$ cat config.mk
export PLATFORM = sky130hd
export DESIGN_NAME = fp8_div_seq
export DESIGN_NICKNAME = d
export VERILOG_FILES = /design/src/rtl/fp8_div_seq.sv
export SDC_FILE = /design/constraint.sdc
export NUM_CORES = 1
export LEC_CHECK = 0
export ABC_AREA = 1
export CORE_UTILIZATION = 54
export DETAILED_ROUTE_END_ITERATION = 10
export PLACE_DENSITY = 0.82
export SETUP_SLACK_MARGIN = 0.3
export SYNTH_ARGS = -nofsm -noshare
export SYNTH_HDL_FRONTEND = slang
export SYNTH_SLANG_ARGS = --single-unit
$ cat constraint.sdc
create_clock -name clk -period 1.73 [get_ports clk]
set_input_delay 0.173 -clock clk [delete_from_list [all_inputs] [get_ports clk]]
set_output_delay 0.173 -clock clk [all_outputs]
set_load 0.005 [all_outputs]
$ cat src/rtl/fp8_div_seq.sv
// fp8_div_seq: sequential FP8 (1/4/3) divider computing a_in / b_in.
// The mantissa quotient comes from an iterative restoring division, one
// quotient bit per cycle. Zero operands short-circuit straight to DONE.
module fp8_div_seq #(
  parameter int EXP_BITS      = 4,
  parameter int MANTISSA_BITS = 3,
  parameter int BIAS          = (1 << (EXP_BITS - 1)) - 1
) (
  input  logic                              clk,
  input  logic                              rst_n,
  input  logic                              in_valid,
  output logic                              in_ready,
  input  logic [EXP_BITS+MANTISSA_BITS:0]   a_in,
  input  logic [EXP_BITS+MANTISSA_BITS:0]   b_in,
  output logic                              out_valid,
  input  logic                              out_ready,
  output logic [EXP_BITS+MANTISSA_BITS:0]   q_out,
  output logic [2:0]                        flags
);

  localparam int W  = 1 + EXP_BITS + MANTISSA_BITS;  // word width
  localparam int MW = MANTISSA_BITS + 1;             // significand width with hidden bit
  localparam int QW = MANTISSA_BITS + 2;             // quotient bits produced
  localparam int EW = EXP_BITS + 2;                  // signed working exponent width
  localparam int CW = $clog2(QW + 1);                // step counter width

  localparam logic signed [EW-1:0] BIAS_S = EW'(BIAS);
  localparam logic signed [EW-1:0] ONE_S  = EW'(1);
  localparam logic signed [EW-1:0] EMAX_S = EW'((1 << EXP_BITS) - 1);

  typedef enum logic [1:0] {IDLE, DIV, NORM, DONE} state_t;

  state_t                  state_q, state_d;
  logic                    s_q;
  logic [MW:0]             rem_q;
  logic [MW-1:0]           div_q;
  logic [QW-1:0]           qd_q;
  logic signed [EW-1:0]    e_q;
  logic [CW-1:0]           cnt_q;
  logic [W-1:0]            res_q;
  logic [2:0]              flags_q;

  // Operand fields
  logic                    sa, sb;
  logic [EXP_BITS-1:0]     ea, eb;
  logic [MANTISSA_BITS-1:0] ma, mb;
  logic signed [EW-1:0]    e_raw;

  assign sa = a_in[W-1];
  assign sb = b_in[W-1];
  assign ea = a_in[W-2 -: EXP_BITS];
  assign eb = b_in[W-2 -: EXP_BITS];
  assign ma = a_in[MANTISSA_BITS-1:0];
  assign mb = b_in[MANTISSA_BITS-1:0];
  assign e_raw = $signed({2'b00, ea}) - $signed({2'b00, eb}) + BIAS_S;

  // Saturating pack of sign/exponent/mantissa into {flags, word}
  function automatic logic [W+2:0] pack_result(input logic                     s,
                                                input logic signed [EW-1:0]   e,
                                                input logic [MANTISSA_BITS-1:0] m);
    if (e > EMAX_S)
      pack_result = {3'b010, s, {(W-1){1'b1}}};
    else if (e < ONE_S)
      pack_result = {3'b001, s, {(W-1){1'b0}}};
    else
      pack_result = {3'b000, s, e[EXP_BITS-1:0], m};
  endfunction

  // One restoring step: subtract when the partial remainder covers the divisor
  logic [MW:0]             div_ext, rem_sub, rem_nxt;
  logic                    qbit;

  assign div_ext = {1'b0, div_q};
  assign qbit    = (rem_q >= div_ext);
  assign rem_sub = qbit ? (rem_q - div_ext) : rem_q;
  assign rem_nxt = rem_sub << 1;

  // Normalisation: a quotient below 16 needs one extra left shift
  logic [MANTISSA_BITS-1:0] m_n;
  logic signed [EW-1:0]     e_n;

  assign m_n = qd_q[QW-1] ? qd_q[QW-2:1] : qd_q[QW-3:0];
  assign e_n = qd_q[QW-1] ? e_q : (e_q - ONE_S);

  // State register
  always_ff @(posedge clk or negedge rst_n) begin
    if (!rst_n) state_q <= IDLE;
    else        state_q <= state_d;
  end

  // Next-state logic
  always_comb begin
    state_d = state_q;
    case (state_q)
      IDLE: if (in_valid) state_d = ((eb == '0) || (ea == '0)) ? DONE : DIV;
      DIV:  if (cnt_q == CW'(QW - 1)) state_d = NORM;
      NORM: state_d = DONE;
      DONE: if (out_ready) state_d = IDLE;
      default: state_d = IDLE;
    endcase
  end

  // Output decode
  always_comb begin
    in_ready  = (state_q == IDLE);
    out_valid = (state_q == DONE);
    q_out     = res_q;
    flags     = flags_q;
  end

  // Datapath: operand capture, division steps, result packing
  always_ff @(posedge clk or negedge rst_n) begin
    if (!rst_n) begin
      s_q     <= 1'b0;
      rem_q   <= '0;
      div_q   <= '0;
      qd_q    <= '0;
      e_q     <= '0;
      cnt_q   <= '0;
      res_q   <= '0;
      flags_q <= '0;
    end else begin
      case (state_q)
        IDLE: if (in_valid) begin
          s_q   <= sa ^ sb;
          rem_q <= {1'b0, 1'b1, ma};
          div_q <= {1'b1, mb};
          qd_q  <= '0;
          e_q   <= e_raw;
          cnt_q <= '0;
          if (eb == '0) begin
            res_q   <= {sa ^ sb, {(W-1){1'b1}}};
            flags_q <= 3'b100;
          end else if (ea == '0) begin
            res_q   <= {sa ^ sb, {(W-1){1'b0}}};
            flags_q <= 3'b000;
          end
        end
        DIV: begin
          rem_q <= rem_nxt;
          qd_q  <= {qd_q[QW-2:0], qbit};
          cnt_q <= cnt_q + CW'(1);
        end
        NORM: {flags_q, res_q} <= pack_result(s_q, e_n, m_n);
        default: ;
      endcase
    end
  end

endmodule
==> impl_metrics.ini, run 1 <==
[clock_network]
cts_root_buf = clkbuf_8
cts_num_sinks = 37
clkSlewWorstSetupHoldPaths_ns = 0.08
cts_buffers = 5
cts_buffer_depth = 2
htreeDepth = 2
clk_latency_ns = 0.30
cts_tree = built

[run_status]
run_status = finished, final reports clean

[worst_setup_path]
r2r_setup_slack_ns = 0.10
r2r-start = qd_q[4]
cp.required_ns = 1.97
worst-setup-path-type = register to register
rr_worst_depth = 9
critPathMaxFanout = 5
crit_arrival_ns = 1.87
worst_setup_path_start_kind = register
end_kind = register
r2r_end = q_out[4]

[layout]
area_delta_synth_final_pct = 55.6
drive_above_1_share_pct = 41.5
regArea_sq_um = 930
n_antenna_cell = 0
multi_input_area_sq_um = 1560
layout.nets = 406
n_fill_cell = 194

[grt]
grt_pass1_vias = 2122
grt_max_degree = 38
grtUsageTotal_pct = 28.0
antenna_found_initial = 0
overflow = 0
grt_pass1_wl_um = 8980

[place]
dp_hpwl_um = 3660
routabilityCongestion = 0.843
post-place-ws_ns = -0.504
portBuffers = 32

[logic_synthesis]
postSynthAreaPerCell_sq_um = 7.82
synthesis.area_sq_um = 2260
ys_async_sr_fraction_pct = 100
yosysSeqAreaShare_pct = 41.0
synthFlopType = dfrtp_1
synth.area.mux_share_pct = 0
yosysWarnings = 0
syn_inst = 289
ys_seq_elements = 37
synth_area_leaders = dfrtp_1 (41%), nand2_1 (12%), ha_1 (8.9%)
yosys-top-cells-count = nand2_1 (73), inv_1 (45), dfrtp_1 (37), o21ai_0 (27)
syn_nets = 327
synth_area_leader_cell = dfrtp_1
synth_fa_ha_area_share_pct = 10.6
synth-compound-area-share_pct = 11.8
synth_cell_types = 31
yosysMostFrequentCell = nand2_1
synth_simple_gate_area_share_pct = 25.2
synth_edf_count = 0
synth_top_area_share_pct = 41.0
synth_xor_area_share_pct = 2.66
synth_top_family_by_area = simple AND/OR/NAND/NOR gates

[sta]
grt_setup_unrepaired = yes
holdWs_ns = 0.296
final_hold_viol_count = 0
fin_crit_sh_pct = 94.0
max_slew_margin_pct = 67.9
fmax_ghz = 0.615
worst_slack_ns = 0.105
slew_viol_final = 0
period_minus_slack_ns = 1.63
finalSetupViolCount = 0
clock_skew_ns = 0.0114
worst_pin_slew_ns = 0.481

[detailed_routing]
drtIter0Drc = 214
drt_wl_total_um = 7870
ant_nets = 0
post_drt_wl_per_cell_um = 18.8
via_per_inst = 5.85
dr_wl_met3_um = 428
route.detailed.drc = 0
wl_met2_um = 4230
drt_pass1_iterations = 4
met1_length_um = 2810
top_layer_used = met4
vias = 2450

[floorplanning]
coreArea_sq_um = 4000
die_w_um = 66.7
die_y_um = 66.7
start_util_pct = 56.5
num_io_pins = 33
dieArea_sq_um = 4450
rows = 23

[power]
power_density_nw_per_um2 = 2000
p_leak_nw = 1.65
ir_drop_mv = 1.48

[min_path]
holdCritPathClass = input port to async pin

[flow_run]
drv_cap = 0
metal layers:
metal / global-route usage (%) / up-vias
li1: - / 1087
met1: 29.4 / 1206
met2: 51.4 / 114
met3: 6.68 / 43
met4: 13.6 / 0
met5: 0 / -
repair_timing:
action                                  in CTS  in global routing
buffers inserted                            15                 16
gates resized for setup                     68                 76
cloned                                       1                  0
pin swaps                                   19                 27
endpoints found under the setup margin      34                 32
hold buffers                                 0                  0
layout make-up:
type / instances / share of cell area, %
Clock inverter: 2 / 0.285
Multi-Input combinational cell: 202 / 44.3
Inverter: 46 / 5.37
Timing Repair Buffer: 75 / 19.6
Clock buffer: 6 / 2.06
Timing Repair inverter: 1 / 0.142
Sequential cell: 37 / 26.4
Tap cell: 50 / 1.78
layout by cell type (no fill, tap or decap), types with 3 or more instances in the layout:
cell type and instances:
a21oi_2 8, buf_4 32, buf_6 9, clkbuf_8 5, clkdlybuf4s50_1 24, clkinv_2 4, dfrtp_1 34, dfrtp_2 3
dlygate4sd2_1 3, ha_1 4, ha_4 10, inv_1 27, inv_2 16, nand2_1 53, nand2_2 15, nand2_4 5
nand3_1 12, nand3_2 6, nand4_1 6, nor2_1 12, nor2_2 4, nor2_4 9, o21ai_0 16, o21ai_1 9
o21ai_2 4, o22ai_1 4, xor2_2 3
where the power goes:
group | total [mW] | leakage (nW) | switching (mW) | internal [mW]
combinational | 4.87 | 1.14 | 2.66 | 2.21
clock | 0.595 | 0.0450 | 0.316 | 0.279
sequential | 1.57 | 0.461 | 0.331 | 1.24
how the worst max path moves through the flow:
stage	cells past startpoint	from	end
after floorplan	10	a_in[3]	e_q[4]
final	9	qd_q[4]	q_out[4]
after detailed placement	11	a_in[3]	e_q[4]
after global routing	7	state_q[1]	rem_q[2]
after global placement	11	a_in[3]	e_q[4]
after CTS	7	rem_q[2]	rem_q[4]
through the flow:
stage	std cells	TNS [ns]	util, %	instance area, sq um	power, mW
floorplan	289	0	-	2320	3.42
CTS	403	0	77.9	3120	5.53
finish	419	0	87.9	3520	7.04
global placement	379	-2.20	69.2	2770	4.18
detailed placement	379	-2.49	69.2	2770	4.29
global route	419	0	87.9	3520	7.45
state kept, by name, indices dropped and copies added, names as in the netlist:
register	flops
s_q	1
cnt_q	3
div_q	4
e_q	6
flags	3
state_q	2
rem_q	5
qd_q	5
q_out	8
critical path, stage by stage (launching register included):
cell     delay [ns]
dfrtp_2        0.43
inv_1          0.14
nand2_1        0.11
nor2_1         0.23
nand2_2        0.14
nand2_2        0.10
nand3_4        0.10
nor2_4         0.14
nor2_4         0.07
nand3_1        0.09
cells by family after synthesis:
| group | after synthesis |
|---|---|
| xor+xnor | 6 |
| simple gates | 129 |
| compound gates | 49 |
| buf+inv | 50 |
| fa+ha+maj | 18 |
| flops | 37 |
Note: power is estimated with default switching activity, not from simulation.
==> run 2: changes to the inputs <==
--- a/config.mk
+++ b/config.mk
@@ -7,9 +7,11 @@
 export LEC_CHECK = 0
 export ABC_AREA = 1
 export CORE_UTILIZATION = 54
+export CTS_CLUSTER_SIZE = 14
 export DETAILED_ROUTE_END_ITERATION = 10
 export PLACE_DENSITY = 0.82
 export SETUP_SLACK_MARGIN = 0.3
+export SKIP_CTS_REPAIR_TIMING = 1
 export SYNTH_ARGS = -nofsm -noshare
 export SYNTH_HDL_FRONTEND = slang
 export SYNTH_SLANG_ARGS = --single-unit
==> impl_metrics.ini, run 2 (synthesis results as in run 1) <==
[run_status]
run_status = finished, final reports clean

[flow_run]
drv_cap = 0

[sta]
holdWs_ns = 0.286
fmax_ghz = 0.599
fin_crit_sh_pct = 96.5
slew_viol_final = 0
final_hold_viol_count = 0
clock_skew_ns = 0.00505
grt_setup_unrepaired = yes
finalSetupViolCount = 0
worst_pin_slew_ns = 0.476
max_slew_margin_pct = 68.3
period_minus_slack_ns = 1.67

[clock_network]
cts_root_buf = clkbuf_8
clk_latency_ns = 0.30
clkSlewWorstSetupHoldPaths_ns = 0.08
cts_buffer_depth = 2
htreeDepth = 2
cts_buffers = 5
cts_num_sinks = 37
cts_tree = built

[power]
power_density_nw_per_um2 = 1980
finalPower_mw = 6.78
ir_drop_mv = 1.70
p_leak_nw = 1.65

[grt]
grt_max_degree = 38
grt_pass1_vias = 1899
grt_pass1_wl_um = 8020
grtUsageTotal_pct = 25.0
overflow = 0
antenna_found_initial = 0

[worst_setup_path]
crit_arrival_ns = 1.91
r2r_setup_slack_ns = 0.06
critPathCapture = rem_q[3]
setup.worst_path.start = rem_q[3]
worst_setup_path_start_kind = register
critPathMaxFanout = 3
r2r_end = rem_q[3]
rr_worst_depth = 9
r2r-start = rem_q[3]
end_kind = register
worst-setup-path-type = register to register
cp.required_ns = 1.97

[place]
dp_hpwl_um = 3660
dpl.cell_count = 379
routabilityCongestion = 0.843
portBuffers = 32

[detailed_routing]
route.detailed.drc = 0
post_drt_wl_per_cell_um = 17.7
drt_pass1_iterations = 4
drtIter0Drc = 131
via_per_inst = 5.73
vias = 2333
ant_nets = 0
drt_wl_total_um = 7220

[floorplanning]
rows = 23
coreArea_sq_um = 4000
num_io_pins = 33
die_y_um = 66.7
start_util_pct = 56.5
dieArea_sq_um = 4450
die_w_um = 66.7

[layout]
n_antenna_cell = 0
final_util_pct = 85.5
n_fill_cell = 207
area_delta_synth_final_pct = 51.3
drive_above_1_share_pct = 35.6
finalNonFillerCells = 407
final_common_cell = nand2_1
layout.nets = 394
final_cell_mix = nand2_1 (59), dfrtp_1 (35), inv_1 (29)
largest_register_ffs = 8

[min_path]
holdCritPathClass = input port to async pin
-- run 2: cell count changes in the layout (fill, tap and decap cells not counted), sizes merged --
cell,before,now
dlygate4sd2,3,0
buf,45,33
clkdlybuf4s15,1,0
clkinvlp,0,1
clkinv,4,2
dlymetal6s2s,1,6
-- run 2: final cells by class --
type                       instances  area, sq um  share of cell area [%]
multi-input combinational        202         1540                    45.1
clock buffer                       6         72.6                    2.12
inverter                          46          189                    5.53
timing repair buffer              64          614                    18.0
tap                               50         62.6                    1.83
clock inverter                     2         10.0                   0.293
sequential                        37          928                    27.1
-- run 2: how the worst min path moves through the flow --
stage          endpoint  slack (ns)  cells past startpoint
2_1_floorplan  cnt_q[0]       -0.12                      0
3_3_place_gp   div_q[3]        0.44                      2
3_5_place_dp   div_q[3]        0.45                      2
4_1_cts        q_out[5]        0.31                      2
5_1_grt        flags[1]        0.37                      2
6_report       q_out[7]        0.29                      2
-- run 2: critical path: stages, from the launching register on --
cell and delay (ns):
dfrtp_1 0.46, ha_4 0.30, nand2_2 0.08, nor2_4 0.04
nor3_4 0.22, buf_4 0.17, nand3_1 0.10, nand3_1 0.09
o21ai_1 0.09, inv_1 0.06
-- run 2: power breakdown --
group / leakage [nW] / internal [mW] / switching (mW)
sequential: 0.462 / 1.24 / 0.304
clock: 0.0450 / 0.280 / 0.332
combinational: 1.14 / 2.08 / 2.55
-- run 2: layer usage --
metal	vias to the layer above	global-route usage (%)	routed length (um)
met1	1131	26.9	2610
met4	0	12.2	323
met3	33	6.34	347
li1	1055	-	-
met5	-	0	0
met2	114	44.9	3940
-- run 2: through the flow --
stage	worst slack (ns)	setup TNS, ns	area (sq um)
floorplan	0.216	0	2320
global placement	-0.452	-2.20	2770
detailed placement	-0.504	-2.49	2770
CTS	-0.185	-0.724	2850
global route	-0.0118	-0.0118	3420
finish	0.0611	0	3420
==> RTL change 1 (flow settings as in run 1) <==
Re-encode `state_t` (4 states) as one-hot, 4 bits wide.
--- a/src/rtl/fp8_div_seq.sv
+++ b/src/rtl/fp8_div_seq.sv
@@ -29,5 +29,5 @@
   localparam logic signed [EW-1:0] EMAX_S = EW'((1 << EXP_BITS) - 1);
 
-  typedef enum logic [1:0] {IDLE, DIV, NORM, DONE} state_t;
+  typedef enum logic [3:0] {IDLE = 4'b0001, DIV = 4'b0010, NORM = 4'b0100, DONE = 4'b1000} state_t;
 
   state_t                  state_q, state_d;
Formal check against the unedited RTL: same outputs for any inputs over 10 cycles, from zero or initial values and one cycle with rst_n low; not proved beyond that.
==> RTL change 1 against run 1 <==
The run now ends with setup timing left; sequential cell count rose by 2; synthesized area rose by 1.8%; cell area rose by 8.9%; worst setup slack got worse by 0.24 ns; worst hold slack improved by 0.16 ns; sequential power rose by 3%; wire length rose by 41%; total power rose by 13%; via count rose by 18%; largest power group unchanged.
==> RTL change 1: results (changes against run 1) <==
* CTS clock-pin slew for the worst setup and hold paths at 0.10 ns (+0.02 ns)
* DR WL/cell at 26.1 um (+39%)
* Final non-filler cell total at 425 (+1.4%)
* Cell count after placement at 380 (+0.26%)
* Fin worst setup slack at -0.133 ns (-0.238 ns)
* Post-synthesis adder-cell area fraction at 8.27% (-2.4 points)
* Peak supply drop at 0.00194 V (+31%)
* Summed negative setup slack over all endpoints at -0.328 ns (-0.328 ns)
* Cell area reported after detailed placement at 0.00276 mm2 (-0.23%)
* Worst slack at placement at -0.447 ns (+0.0568 ns)
* Share of cells above drive strength 1 at 48.5% (+7.1 points)
* Routability Congestion at 0.875 (+3.8%)
* 1st-pass router iterations at 5 (+1)
* Via density at 6.82 (+17%)
* Maximum clock skew at final layout at 0.0158 ns (+0.00438 ns)
* Vias in the first global route at 2395 (+13%)
* Run status: finished with violations
* Total routing resource utilization after global routing at 35.0% (+7.1 points)
* Pin count of the biggest net entering global routing at 40 (+5.3%)
* Hold/Removal Path Class: input port to register
* Synthesized netlist cell count at 294 (+1.7%)
* Top post-synthesis cells by area: sky130_fd_sc_hd__dfrtp_1, sky130_fd_sc_hd__nand2_1, sky130_fd_sc_hd__nand3_1
* Violations in the final reports: setup timing
* Number of design-rule violations left by the first detailed-router iteration at 435 (+100%)
* Total setup violations reported at the end of the flow at 8 (+8)
* Slew of the pin with the lowest slew margin at 0.532 ns (+0.0512 ns)
[RTL change 1: cell types whose count changed after synthesis, sizes merged, moves of 2 or more]
| cell | before | now |
|---|---|---|
| o21ai | 30 | 22 |
| a21oi | 10 | 8 |
| nor2 | 25 | 30 |
| nand4 | 6 | 3 |
| ha | 16 | 12 |
| o31ai | 0 | 2 |
| a211oi | 0 | 2 |
| nand3 | 20 | 33 |
| buf | 3 | 7 |
| o211ai | 2 | 0 |
| xnor2 | 2 | 5 |
| nand2 | 74 | 72 |
[RTL change 1: layer usage]
metal	vias to the layer above	global-route usage (%)	part of all wire, %
met1	1364	38.1	33
li1	1107	-	-
met5	-	0	0.23
met2	295	63.1	45
met3	130	7.43	12
met4	2	18.6	10
[RTL change 1: cell type report]
| cell class | instances | area (um2) |
|---|---|---|
| clock buffers | 6 | 72.6 |
| clock inverters | 2 | 60.1 |
| fillers | 116 | 229 |
| inverters | 45 | 204 |
| multi-input cells | 204 | 1710 |
| flip-flops and latches | 39 | 978 |
| well taps | 50 | 62.6 |
| repair buffers | 78 | 728 |
| repair inverters | 1 | 16.3 |
[RTL change 1: final timing paths]
path | end | slack (ns) | depth (start not counted)
setup / recovery | q_out[3] | -0.13 | 9
hold / removal | rem_q[0] | 0.45 | 3
setup reg to reg | q_out[3] | -0.13 | 9
hold reg to reg | flags[1] | 0.49 | 2
max in group asynchronous | state_q[0] | 0.89 | 3
min in group asynchronous | e_q[0] | 0.46 | 3
[RTL change 1: logic make-up (layout without fill, tap and decap cells)]
family	Yosys count	count (layout)
AO/OA/AOI/OAI	40	40
XOR/XNOR	8	8
adder cells (fa/ha/maj)	14	14
buffers and inverters	52	132
flip-flops	39	39
AND/OR/NAND/NOR	141	142
[RTL change 1: power by group]
part / internal (mW) / leakage (nW) / switching, mW / total, mW
Combinational: 2.27 / 1.24 / 3.10 / 5.36
Sequential: 1.27 / 0.498 / 0.349 / 1.62
Clock: 0.578 / 0.0654 / 0.379 / 0.956
[RTL change 1: repair_timing]
| item | in CTS | in global routing |
|---|---|---|
| buffers inserted | 18 | 15 |
| gates resized for setup | 87 | 104 |
| pin swaps | 31 | 32 |
| cloned | 1 | 2 |
| endpoints found under the hold margin | 38 | 0 |
| hold buffers | 1 | 0 |
| setup endpoints to repair | 34 | 40 |
[RTL change 1: tightest hold or removal path, cell delays in order]
cell and delay [ns]:
sky130_fd_sc_hd__clkdlybuf4s50_1 0.43, sky130_fd_sc_hd__nand2_2 0.09, sky130_fd_sc_hd__o21ai_2 0.04
==> RTL change 2 (config.mk and constraints of run 1) <==
Without the edit above. `EXP_BITS`: 4 -> 5.
--- a/src/rtl/fp8_div_seq.sv
+++ b/src/rtl/fp8_div_seq.sv
@@ -3,5 +3,5 @@
 // quotient bit per cycle. Zero operands short-circuit straight to DONE.
 module fp8_div_seq #(
-  parameter int EXP_BITS      = 4,
+  parameter int EXP_BITS      = 5,
   parameter int MANTISSA_BITS = 3,
   parameter int BIAS          = (1 << (EXP_BITS - 1)) - 1
Ports: changed (resized a_in, b_in and q_out); port bits go from 33 to 36. No check against the original RTL was run, so the function may have changed too.
==> RTL change 2 against run 1 <==
The flow now finishes with violations (DRC, setup timing); cell area increased by 14%; sequential cell count increased by 2; wire length grew 33%; worst setup slack worse by 0.26 ns; fmax is 14% lower; synthesized area up 12%; highest routed layer unchanged; worst hold slack better by 0.12 ns; total power grew 23%.
==> RTL change 2: results (changes against run 1) <==
* Top post-synthesis cells by area: sky130_fd_sc_hd__dfrtp_1, sky130_fd_sc_hd__nand2_1, sky130_fd_sc_hd__ha_1
* Worst relative slew slack at 50.8% (-17 points)
* Clock-cell share of area at 2.80% (+0.45 points)
* CTS Hold Bufs at 1 (+1)
* Number of ordinary and repair buffers in the finished layout at 85 (+13%)
* Summed negative setup slack over all endpoints at -0.546 ns (-0.546 ns)
* Multi-input gate area in the final layout at 0.00183 mm2 (+17%)
* GR met1 Demand/Resource at 32.9% (+3.4 points)
* Maximum clock skew at final layout at 0.0133 ns (+0.00183 ns)
* LEAKAGE at 1.82 nW (+11%)
* Cell count after placement at 437 (+15%)
* Number of post-CTS setup repair buffers at 12 (-3)
* Violations in the final reports: DRC, setup timing
* Total setup violations reported at the end of the flow at 11 (+11)
* Length of routed wiring on met1 at 3.53 mm (+26%)
* CTS-repair resized insts at 63 (-7.4%)
* Wire length of the first global-routing pass at 11.0 mm (+22%)
* Layout sequential cell count at 39 (+5.4%)
* Fin worst setup slack at -0.158 ns (-0.262 ns)
* Number of inserted filler cells in the final layout at 181 (-6.7%)
* Routability Congestion at 0.841 (-0.15%)
* Run status: finished with violations
* Combinational group power at 6.11 mW (+25%)
* Detail Route met3 WL at 1.11 mm (+160%)
* XOR/XNOR share of the synthesized area at 2.42% (-0.24 points)
* Global routing usage on met2 at 52.0% (+0.61 points)
* DRC at 2 (+2)
* HPWL after detailed placement at 4.15 mm (+13%)
* Wire length after detailed routing at 10.4 mm (+33%)
* Synthesized netlist cell count at 336 (+16%)
* Critical path origin: div_q[1]
* Post-synthesis sequential area ratio at 38.5% (-2.5 points)
-- RTL change 2: changes by cell type in the layout (fill, tap and decap cells not counted), sizes merged, moves of 3 or more --
cell and delta:
nor2 +20, o21ai -6, nand4 -3, or2 +7
xnor2 +3, nand3 -3, nand2 +6, clkinv +6
buf +7, dlygate4sd2 +3, a21oi +10
-- RTL change 2: worst register-to-register path, stage by stage, from the launching register on --
cell and delay [ns]:
sky130_fd_sc_hd__dfrtp_1 0.41, sky130_fd_sc_hd__inv_1 0.11, sky130_fd_sc_hd__ha_1 0.35, sky130_fd_sc_hd__nand2_2 0.07
sky130_fd_sc_hd__o21a_4 0.22, sky130_fd_sc_hd__nor2_4 0.14, sky130_fd_sc_hd__nor2_2 0.07, sky130_fd_sc_hd__nand2_1 0.08
sky130_fd_sc_hd__nand3_1 0.10, sky130_fd_sc_hd__nand2_1 0.09, sky130_fd_sc_hd__o21ai_0 0.12
